--- config.mk ---
export PLATFORM = sky130hd
export DESIGN_NAME = ahb_mtx_dec_param
export DESIGN_NICKNAME = d
export VERILOG_FILES = /design/src/rtl/ahb_mtx_dec_param.sv
export SDC_FILE = /design/constraint.sdc
export NUM_CORES = 1
export LEC_CHECK = 0
export BUFFER_PORTS_ARGS = -buffer_cell sky130_fd_sc_hd__clkbuf_2
export CORE_AREA = 2 2 162 164
export DETAILED_ROUTE_END_ITERATION = 6
export DIE_AREA = 0 0 164 166
export PLACE_DENSITY = 0.41
export SLEW_MARGIN = 5
export SYNTH_ARGS = -nofsm -noshare
export SYNTH_HDL_FRONTEND = slang
export SYNTH_SLANG_ARGS = --single-unit
--- constraint.sdc ---
create_clock -name HCLK -period 2.1 [get_ports HCLK]
set_clock_uncertainty 0.2 [all_clocks]
set_input_delay 0.315 -clock HCLK [delete_from_list [all_inputs] [get_ports HCLK]]
set_output_delay 0.315 -clock HCLK [all_outputs]
set_load 0.01 [all_outputs]
--- src/rtl/ahb_mtx_dec_param.sv ---
// ahb_mtx_dec_param: AHB bus-matrix input-port decoder. Routes one input stage to NUM_PORTS
// output stages via base/mask regions with a boot-remap alias. Unmapped accesses go to an
// integrated two-cycle ERROR default slave, and a sticky error log records them.
// Latency: sel_out/active_dec are combinational; the data-phase mux follows the selected port.
// The default slave ERROR response takes two cycles (wait, then ready).
// Backpressure: HREADYS qualifies the data-phase port register and the default-slave FSM.
// Ports: HCLK/HRESETn; address phase (HREADYS, sel_dec, decode_addr_dec, trans_dec, remap);
// output-stage returns (*_dec); sel_out/active_dec; HREADYOUTS/HRESPS/HRDATAS/HRUSERS;
// error log (err_clr in, err_valid/err_addr/err_count out).
module ahb_mtx_dec_param #(
    parameter int                      NUM_PORTS   = 4,
    parameter int                      RUSER_W     = 32,
    parameter logic [NUM_PORTS*22-1:0] REGION_BASE = {NUM_PORTS{22'h0}},
    parameter logic [NUM_PORTS*22-1:0] REGION_MASK = {NUM_PORTS{22'h0}},
    parameter int                      REMAP_PORT  = 1
) (
    input  logic                         HCLK,
    input  logic                         HRESETn,
    input  logic                         HREADYS,
    input  logic                         sel_dec,
    input  logic [21:0]                  decode_addr_dec,
    input  logic [1:0]                   trans_dec,
    input  logic                         remap,
    input  logic                         err_clr,
    input  logic [NUM_PORTS-1:0]         active_dec_in,
    input  logic [NUM_PORTS-1:0]         readyout_dec,
    input  logic [2*NUM_PORTS-1:0]       resp_dec,
    input  logic [32*NUM_PORTS-1:0]      rdata_dec,
    input  logic [RUSER_W*NUM_PORTS-1:0] ruser_dec,
    output logic [NUM_PORTS-1:0]         sel_out,
    output logic                         active_dec,
    output logic                         HREADYOUTS,
    output logic [1:0]                   HRESPS,
    output logic [31:0]                  HRDATAS,
    output logic [RUSER_W-1:0]           HRUSERS,
    output logic                         err_valid,
    output logic [21:0]                  err_addr,
    output logic [15:0]                  err_count
);

    // Port index space includes the default slave at index NUM_PORTS.
    localparam int            PW  = $clog2(NUM_PORTS + 1);
    localparam logic [PW-1:0] DFT = PW'(NUM_PORTS);

    typedef enum logic [1:0] {
        ST_IDLE = 2'd0,
        ST_ERR1 = 2'd1,
        ST_ERR2 = 2'd2
    } state_t;

    state_t        state, state_nxt;
    logic [PW-1:0] dec_port;
    logic [PW-1:0] addr_port;
    logic [PW-1:0] data_port;
    logic          found;
    logic          sel_dft;
    logic          err_start;
    logic          err_event;
    logic          dft_ready;
    logic [1:0]    dft_resp;

    // Region decode: first (lowest-index) enabled region that matches wins.
    always_comb begin
        dec_port = DFT;
        found    = 1'b0;
        for (int i = 0; i < NUM_PORTS; i++) begin
            if (!found && (REGION_MASK[i*22 +: 22] != 22'h0) &&
                ((decode_addr_dec & REGION_MASK[i*22 +: 22]) ==
                 (REGION_BASE[i*22 +: 22] & REGION_MASK[i*22 +: 22]))) begin
                found    = 1'b1;
                dec_port = PW'(i);
            end
        end
        // Boot alias: region 0 is served by the remap port while remap is set.
        if (remap && found && (dec_port == '0)) begin
            dec_port = PW'(REMAP_PORT);
        end
    end

    // IDLE transfers keep the current data-phase port so selects stay steady.
    assign addr_port = (trans_dec == 2'b00) ? data_port : dec_port;
    assign sel_dft   = sel_dec && (addr_port == DFT);

    always_comb begin
        sel_out    = '0;
        active_dec = 1'b1;
        for (int i = 0; i < NUM_PORTS; i++) begin
            if (addr_port == PW'(i)) begin
                sel_out[i] = sel_dec;
                active_dec = active_dec_in[i];
            end
        end
    end

    always_ff @(posedge HCLK or negedge HRESETn) begin
        if (!HRESETn) begin
            data_port <= '0;
        end else if (HREADYS) begin
            data_port <= addr_port;
        end
    end

    // Data-phase return mux; the default slave drives zero data.
    always_comb begin
        HREADYOUTS = dft_ready;
        HRESPS     = dft_resp;
        HRDATAS    = 32'h0;
        HRUSERS    = '0;
        for (int i = 0; i < NUM_PORTS; i++) begin
            if (data_port == PW'(i)) begin
                HREADYOUTS = readyout_dec[i];
                HRESPS     = resp_dec[i*2 +: 2];
                HRDATAS    = rdata_dec[i*32 +: 32];
                HRUSERS    = ruser_dec[i*RUSER_W +: RUSER_W];
            end
        end
    end

    // Default slave: NONSEQ/SEQ to an unmapped address gets a two-cycle ERROR.
    assign err_start = HREADYS && sel_dft && trans_dec[1];

    always_ff @(posedge HCLK or negedge HRESETn) begin
        if (!HRESETn) begin
            state <= ST_IDLE;
        end else begin
            state <= state_nxt;
        end
    end

    // Ready/resp decode straight from the state register, so they are registered.
    always_comb begin
        state_nxt = ST_IDLE;
        dft_ready = 1'b1;
        dft_resp  = 2'b00;
        case (state)
            ST_IDLE: begin
                if (err_start) state_nxt = ST_ERR1;
            end
            ST_ERR1: begin
                dft_ready = 1'b0;
                dft_resp  = 2'b01;
                state_nxt = ST_ERR2;
            end
            ST_ERR2: begin
                dft_resp = 2'b01;
                if (err_start) state_nxt = ST_ERR1;
            end
            default: state_nxt = ST_IDLE;
        endcase
    end

    assign err_event = (state_nxt == ST_ERR1) && (state != ST_ERR1);

    // Sticky log: first address kept, count saturates; clear beats a same-cycle event.
    always_ff @(posedge HCLK or negedge HRESETn) begin
        if (!HRESETn) begin
            err_valid <= 1'b0;
            err_addr  <= 22'h0;
            err_count <= 16'h0;
        end else if (err_clr) begin
            err_valid <= 1'b0;
            err_addr  <= 22'h0;
            err_count <= 16'h0;
        end else if (err_event) begin
            if (err_count != 16'hFFFF) begin
                err_count <= err_count + 16'h1;
            end
            if (!err_valid) begin
                err_valid <= 1'b1;
                err_addr  <= decode_addr_dec;
            end
        end
    end

endmodule
# Word-level counts from Yosys, hierarchy flattened
# Cells that the tools add are included.
[op_classes]
n_addsub = 1
multipliers = 0
n_div = 0
magnitude_cmp = 0
eq_ne = 13
shifts = 0
mux = 37
bitwise = 0
reduce_logical = 14
[op_table]
columns = ["op", "n"]
rows = [
  ["two-way mux 32 bit", 8],
  ["two-way mux 22 bit", 3],
  ["two-way mux 16 bit", 3],
  ["two-way mux 1 bit", 17],
  ["adder 16 x 1 -> 16 bit, second input constant", 1],
  ["!= test 16 bit, second input constant", 1],
  ["equality test 3 x 2 -> 1 bit, second input constant", 4],
  ["two-way mux 2 bit", 4],
  ["equality test 3 x 1 -> 1 bit, second input constant", 2],
  ["zero test 3 bit", 2],
  ["equality test 2 x 1 -> 1 bit, second input constant", 2],
  ["logical AND 1 bit", 4],
  ["zero test 2 bit", 2],
  ["case mux 2 bit (2 select lines)", 1],
  ["AND reduction 2 bit", 2],
  ["nonzero test 2 bit", 2],
  ["OR reduction 2 bit", 2],
  ["equality test 3 bit, second input constant", 1],
  ["two-way mux 3 bit", 1],
  ["equality test 2 bit, second input constant", 1],
  ["!= test 2 x 1 -> 1 bit, second input constant", 1],
  ["!= test 2 bit, second input constant", 1],
]
[totals]
regBits = 44
latchBits = 0
ramBits = 0
romBits = 0
inputBits = 302
output_inout_bits = 111
wordCells = 70
n_memories = 0

# Longest topological paths before layout
# Gate-level depths: netlist of run 1.
[depth]
depth_word = 12
depth_mapped = 8
mapped_depth_nobuf = 6

# Worst setup path after synthesis of run 1
# No wires, ideal clock.
[synth_timing]
kind = "register to register"
startpoint = "register state[0]"
endpoint = "register err_addr[0]"
t_arrival_ns = 1.703
slack_ns = 0.076
path_stages_with_launch = 8
path_cell_list = "dfrtp_1 -> ha_1 -> and4b_2 -> and3_1 -> buf_4 -> a21oi_2 -> buf_2 -> a22o_1"
[synth_between]
elab_chain_cells = 7
word_cells_on_any_way = 10
cone_classes = "eq/ne (4); mux (1); reduce/logical (5)"
[synth_lines]
columns = ["element", "line_no", "text"]
rows = [
  ["start, declared", "51", "state_t state, state_nxt;"],
  ["start signal, assigned", "126", "state <= state_nxt;"],
  ["equality test 2 bit / zero test 2 bit (equally long branches)", "135", "case (state)"],
  ["OR reduction 2 bit (no line)", "-", ""],
  ["case mux 2 bit (2 select lines)", "135", ""],
  ["equality test 2 x 1 -> 1 bit", "152", "assign err_event = (state_nxt == ST_ERR1) && (state != ST_ERR1);"],
  ["logical AND 1 bit *", "152", ""],
  ["nonzero test 2 bit (no line) *", "-", ""],
  ["AND reduction 2 bit (no line) *", "-", ""],
  ["end signal, assigned", "170", "err_addr <= decode_addr_dec;"],
  ["end, declared", "37", "output logic [21:0] err_addr,"],
]
# Mark *: on every way between the ends. The rest lies on a longest branch, timed or not.
# A chain may end at the register's enable or synchronous reset.

# Final worst setup path of run 1
[layout_timing]
startpoint = "register data_port[0]"
endpoint = "output port HRDATAS[4]"
[layout_between]
elab_chain_cells = 5
word_cells_on_any_way = 8
cone_classes = "eq/ne (3); mux (4); reduce/logical (1)"
[layout_lines]
columns = ["element", "line_no", "text"]
rows = [
  ["start, declared", "54", "logic [PW-1:0] data_port;"],
  ["start signal, assigned", "99", "data_port <= addr_port;"],
  ["zero test 3 bit", "110", "if (data_port == PW'(i)) begin"],
  ["two-way mux 32 bit (3 in a row)", "110", ""],
  ["two-way mux 32 bit *", "110", ""],
  ["end, declared", "34", "output logic [31:0] HRDATAS,"],
]
# Marks and branches as above.

==> results.cfg, run 1 <==
[clock_network]
cts-buffers-inserted = 5
clk_pin_slew_ns = 0.07
cts_tree = built
htree_levels = 2
clock_latency_ns = 0.30
cts_max_path_buffers = 2
clockRootBuffer = clkbuf_16
cts.sinks = 44

[timing]
slew_viol_final = 0
fin_ws_ns = -0.291
period_needed_ns = 2.39
min_period_over_period_pct = 114
hold_viol = 0
finalSetupViolCount = 70
tightest_slew_ns = 0.586
rsz0062_at_grt = yes
max_freq_ghz = 0.418
relSlewSlack_pct = 60.9
whs_ns = 0.0287

[setup_path]
cp_slowest_cell = mux4_2
path_cells = buf_12 > buf_16 > mux4_2 > and2_1 > clkbuf_2
critPathMaxStageDelay_ns = 0.53
crit_path_start_kind = flip-flop
worstPathMaxFanout = 6
r2r_start = state[0]$_DFF_PN0_
setup.worst_path.class = flip-flop to output port
critical_path_required_ns = 1.58
cp-startpoint = data_port[0]$_DFFE_PN0P_
regToRegSetupSlack_ns = -0.04
arrival_ns = 1.88
end_kind = output port

[yosys]
synthCells = 344
synthesis.area_um2 = 4150
synth.distinct_cells = 45
yosysTopAreaCellShare_pct = 36.9
synthTopCellsByCount = and2_1 (70), mux4_2 (68), dfrtp_1 (44)
yosys.area_share.simple_pct = 21.0
synth_edf_count = 0
synth_area_leaders = mux4_2 (37%), dfrtp_1 (27%), and2_1 (11%), a22o_1 (4.6%), ha_1 (1.8%)
synth_xor_area_share_pct = 0.422
yosys.area.top_type = mux4_2
ys_warn_count = 0
synth_adder_area_share_pct = 1.81
synth_top_family_by_area = multiplexers
ys_seq_area_share_pct = 26.5
async_flop_share_pct = 100
synth_compound_area_share_pct = 9.41
yosysMostFrequentCell = and2_1
synth_nets = 652
synthMuxAreaShare_pct = 37.2
yosys_most_used_dff = dfrtp_1
avgSynthCellArea_um2 = 12.1
ys_ff_latch = 44

[routing]
num_vias = 4991
vias_per_cell = 4.43
drt-wirelength-per-cell_um = 20.6
route.detailed.drc = 0
dr.first_iter.drc_count = 231
routed_wirelength_mm = 23.2
ant_nets = 0
drtPass1Iterations = 4

[run]
cap_violations = 0

[hold_path]
hold_start = decode_addr_dec[11]
hold_class = input port to flip-flop

[cells_and_area]
num-nets-final = 1090
drive_above_1_share_pct = 76.9
stdcell_area_um2 = 7760
synthToLayoutAreaGrowth_pct = 87.0

[global_route]
grt_max_degree = 70
overflow = 0
grt_pass1_wl_mm = 32.1
grt_pass1_vias = 5058
grt_use_total_pct = 15.9
antenna_found_initial = 19

[pwr]
p_int_mw = 1.77
power_frac_clock_pct = 39.3
power_switching_uw = 563
sw_frac_of_total_pct = 24.1
seqPwrFrac_pct = 37.5
comb_power_share_pct = 23.1
p_per_area_nw_per_um2 = 300
ir_worst_vdd_mv = 0.405
power.leakage_nw = 3.73
p_total_mw = 2.33

[run_status]
status = finished, violations left
violations = setup timing

[place]
gp_congestion = 0.805
port_buffers = 411
dpl_cell_area_um2 = 6800
dp_hpwl_mm = 19.4

[die]
die_w_um = 164
initial_core_util_pct = 16.2
die_area_um2 = 27200
die_h_um = 166
rows = 59
core_um2 = 25600
ios = 413
-- cell usage in the layout, fill, tap and decap left out, drive strengths merged --
cell type    Yosys  final
a22o            22     22
nor3b            2      2
inv              5      5
ha               6      6
and4             2      2
and2            70     70
nand4b           1      1
and4b            1      1
clkbuf          18    381
and3             3      3
buf             12     85
a311oi           3      3
o31ai            2      2
o21ai            6      6
o2111a           1      1
mux2i            1      1
a31oi            8      8
nor2             7      7
diode            0      8
clkinv           0      1
xor2             1      1
nand4            5      5
xnor2            1      1
nand2           13     13
dfrtp           44     44
nor3             8      8
or3              3      3
mux4            68     68
nand3            8      8
or4              2      2
a41oi            1      1
nor4             4      4
a21oi            9      9
a211oi           1      1
dlygate4sd3      0      1
or2              3      3
nand2b           3      3
bufinv           0      1
-- flip-flops by register name, indices dropped and copies added, names as in the netlist --
name	count
err_addr	22
err_count	16
err_valid	1
data_port	3
state	2
-- repair_timing --
action	CTS	global route
setup buffers	6	8
pin swaps	7	10
endpoints found under the hold margin	44	0
endpoints found under the setup margin	94	98
gates cloned	1	7
gates resized for setup	28	137
hold buffers	1	0
-- metrics by stage --
step                std cells  setup TNS (ns)  util (%)  setup slack [ns]
floorplan                 344               0         -            0.0764
global placement         1088          -0.200      26.5           -0.0248
detailed placement       1088          -0.872      26.5           -0.0691
CTS                      1104          -21.52      27.8            -0.345
global route             1120          -20.72      30.2            -0.341
finish                   1126          -16.53      30.3            -0.291
-- path summary, 6_finish.rpt --
| kind | end | cells past startpoint |
|---|---|---|
| max | HRDATAS[4] | 5 |
| min | err_addr[11]$_DFFE_PN0P_ | 2 |
| min reg2reg | err_addr[7]$_DFFE_PN0P_ | 1 |
| max in group asynchronous | data_port[0]$_DFFE_PN0P_ | 3 |
| min in group asynchronous | err_count[10]$_DFFE_PN0P_ | 3 |
| max reg2reg | err_count[7]$_DFFE_PN0P_ | 6 |
-- metal layers --
layer  routed length (um)  track usage [%]  up-vias
li1                     -                -     2249
met1                 9950             20.4     2478
met2                10600             24.8      235
met3                 2340             7.19       23
met4                  197             2.82        6
met5                   40                0        -
-- worst max-delay path: cells and delay by family (launching register included) --
kind,cells,cell delay (ns)
simple gates,1,0.18
flops,1,0.46
buf+inv,3,0.41
mux,1,0.53
-- power groups by stage --
stage / sequential [mW] / clock (mW) / combinational (mW)
detailed placement: 0.890 / 0 / 0.521
CTS: 0.874 / 0.953 / 0.543
floorplan: 0.897 / 0 / 0.152
global route: 0.877 / 0.985 / 0.590
finish: 0.875 / 0.917 / 0.539
global placement: 0.890 / 0 / 0.514
-- layout make-up --
class                           count  area, um^2
Clock buffer                        6         129
Multi-Input combinational cell    265        3060
Timing Repair Buffer              461        2970
Sequential cell                    44        1110
Fill cell                        2723       17900
Inverter                            5        18.8
Tap cell                          335         419
Clock inverter                      2        35.0
Antenna cell                        8        20.0
-- cells by family (layout without fill, tap and decap cells) --
family / Yosys count / after routing
other cells: 0 / 8
xor+xnor: 2 / 2
fa+ha+maj: 6 / 6
flops: 44 / 44
compound gates: 53 / 53
buf+inv: 35 / 474
mux: 69 / 69
simple gates: 135 / 135
Note: power is estimated with default switching activity, not from simulation.
==> run 2, diff against run 1 <==
GPL_ROUTABILITY_DRIVEN = 0   (was not set)
HOLD_SLACK_MARGIN = 0.1   (was not set)
==> results.cfg, run 2 (synthesized netlist as in run 1, its figures left out) <==
[cells_and_area]
layout_commonest_cell = clkbuf_2
drive_above_1_share_pct = 74.7
stdcell_area_um2 = 7990
reg_top3 = err_addr x22, err_count x16, data_port x3
top_register = err_addr
final_cell_mix = clkbuf_2 (370), mux4_2 (68), buf_6 (50)
synthToLayoutAreaGrowth_pct = 92.5
fillers = 2704
num-nets-final = 1113
largest_reg_flops = 22
final_util_pct = 31.2

[timing]
max_freq_ghz = 0.415
hold_viol = 0
min_period_over_period_pct = 115
slew_viol_final = 0
fin_ws_ns = -0.309
finalSetupViolCount = 70
period_needed_ns = 2.41
rsz0062_at_grt = yes
tightest_slew_ns = 0.585
relSlewSlack_pct = 61.0

[global_route]
overflow = 0
grt_use_total_pct = 16.0
grt_max_degree = 70
grt_pass1_vias = 5170
grt_pass1_wl_mm = 32.3
antenna_found_initial = 19

[routing]
route.detailed.drc = 0
vias_per_cell = 4.42
num_vias = 5080
drt-wirelength-per-cell_um = 20.3
dr.first_iter.drc_count = 246
ant_nets = 0
routed_wirelength_mm = 23.3
drtPass1Iterations = 4

[place]
dp_hpwl_mm = 19.4
dpl_cell_area_um2 = 6800
port_buffers = 411
dp_slack_ns = -0.0691

[die]
ios = 413
die_w_um = 164
die_area_um2 = 27200
rows = 59
initial_core_util_pct = 16.2
die_h_um = 166
core_um2 = 25600

[clock_network]
htree_levels = 2
cts_max_path_buffers = 2
clock_latency_ns = 0.30
cts_tree = built
clockRootBuffer = clkbuf_16
clk_pin_slew_ns = 0.06
cts-buffers-inserted = 5
cts.sinks = 44

[pwr]
p_per_area_nw_per_um2 = 296
power.leakage_nw = 3.83
p_total_mw = 2.37
ir_worst_vdd_mv = 0.408

[run_status]
status = finished, violations left
violations = setup timing

[setup_path]
crit_path_start_kind = flip-flop
worstPathMaxFanout = 6
setup.worst_path.class = flip-flop to output port
end_kind = output port
critical_path_required_ns = 1.58
arrival_ns = 1.89

[run]
cap_violations = 0

[hold_path]
hold_class = input port to flip-flop
## run 2: changes by cell type in the layout (fill, tap and decap cells not counted), sizes merged
cell and change:
dlygate4sd3 +23
## run 2: final cells by class
type                    count  area, um^2  area share (%)
well taps                 335         419            5.25
clock buffers               6         129            1.61
repair buffers            484        3200            40.0
inverters                   5        18.8           0.235
clock inverters             2        35.0           0.439
multi-input cells         265        3060            38.3
diodes                      8        20.0           0.251
flip-flops and latches     44        1110            13.9
## run 2: per-stage QoR
stage / hold WS, ns / instances / setup TNS, ns
floorplan: -0.181 / 344 / 0
global placement: 0.259 / 1088 / -0.200
detailed placement: 0.248 / 1088 / -0.872
CTS: 0.139 / 1127 / -21.52
global route: 0.166 / 1143 / -20.69
finish: 0.136 / 1149 / -16.75
## run 2: what timing repair did
item | CTS | global route
endpoints found under the setup margin | 94 | 98
gates cloned | 1 | 7
resized for setup | 28 | 137
setup buffers | 6 | 8
pin swaps | 7 | 10
hold buffers | 24 | 0
endpoints found under the hold margin | 67 | 0
## run 2: metal layers
metal / track usage (%) / up-vias / part of all wire [%]
li1: - / 2297 / -
met2: 25.1 / 237 / 46
met3: 7.19 / 22 / 10
met4: 2.82 / 6 / 0.82
met5: 0 / - / 0.17
met1: 20.4 / 2518 / 43
## run 2: final timing paths
| check | start | end | slack, ns | cells after the start |
|---|---|---|---|---|
| max in group asynchronous | HRESETn | data_port[0]$_DFFE_PN0P_ | 0.80 | 3 |
| min | HREADYS | data_port[2]$_DFFE_PN0P_ | 0.14 | 3 |
| max | data_port[0]$_DFFE_PN0P_ | HRDATAS[4] | -0.31 | 5 |
| max reg2reg | state[0]$_DFF_PN0_ | err_count[7]$_DFFE_PN0P_ | -0.04 | 6 |
| min in group asynchronous | HRESETn | err_addr[14]$_DFFE_PN0P_ | 0.44 | 3 |
| min reg2reg | err_addr[7]$_DFFE_PN0P_ | err_addr[7]$_DFFE_PN0P_ | 0.30 | 1 |
## run 2: worst max-delay path, stage by stage (launching register included)
cell and delay [ns]:
dfrtp_4 0.46, buf_12 0.15, buf_16 0.14, mux4_2 0.54, and2_1 0.18, clkbuf_2 0.12
## run 2: power breakdown
part | total (mW) | internal [mW] | switching (mW) | leakage, nW
logic | 0.575 | 0.371 | 0.204 | 3.15
clock network | 0.916 | 0.561 | 0.355 | 0.0809
registers | 0.875 | 0.864 | 0.0113 | 0.601
total | 2.37 | 1.80 | 0.570 | 3.83
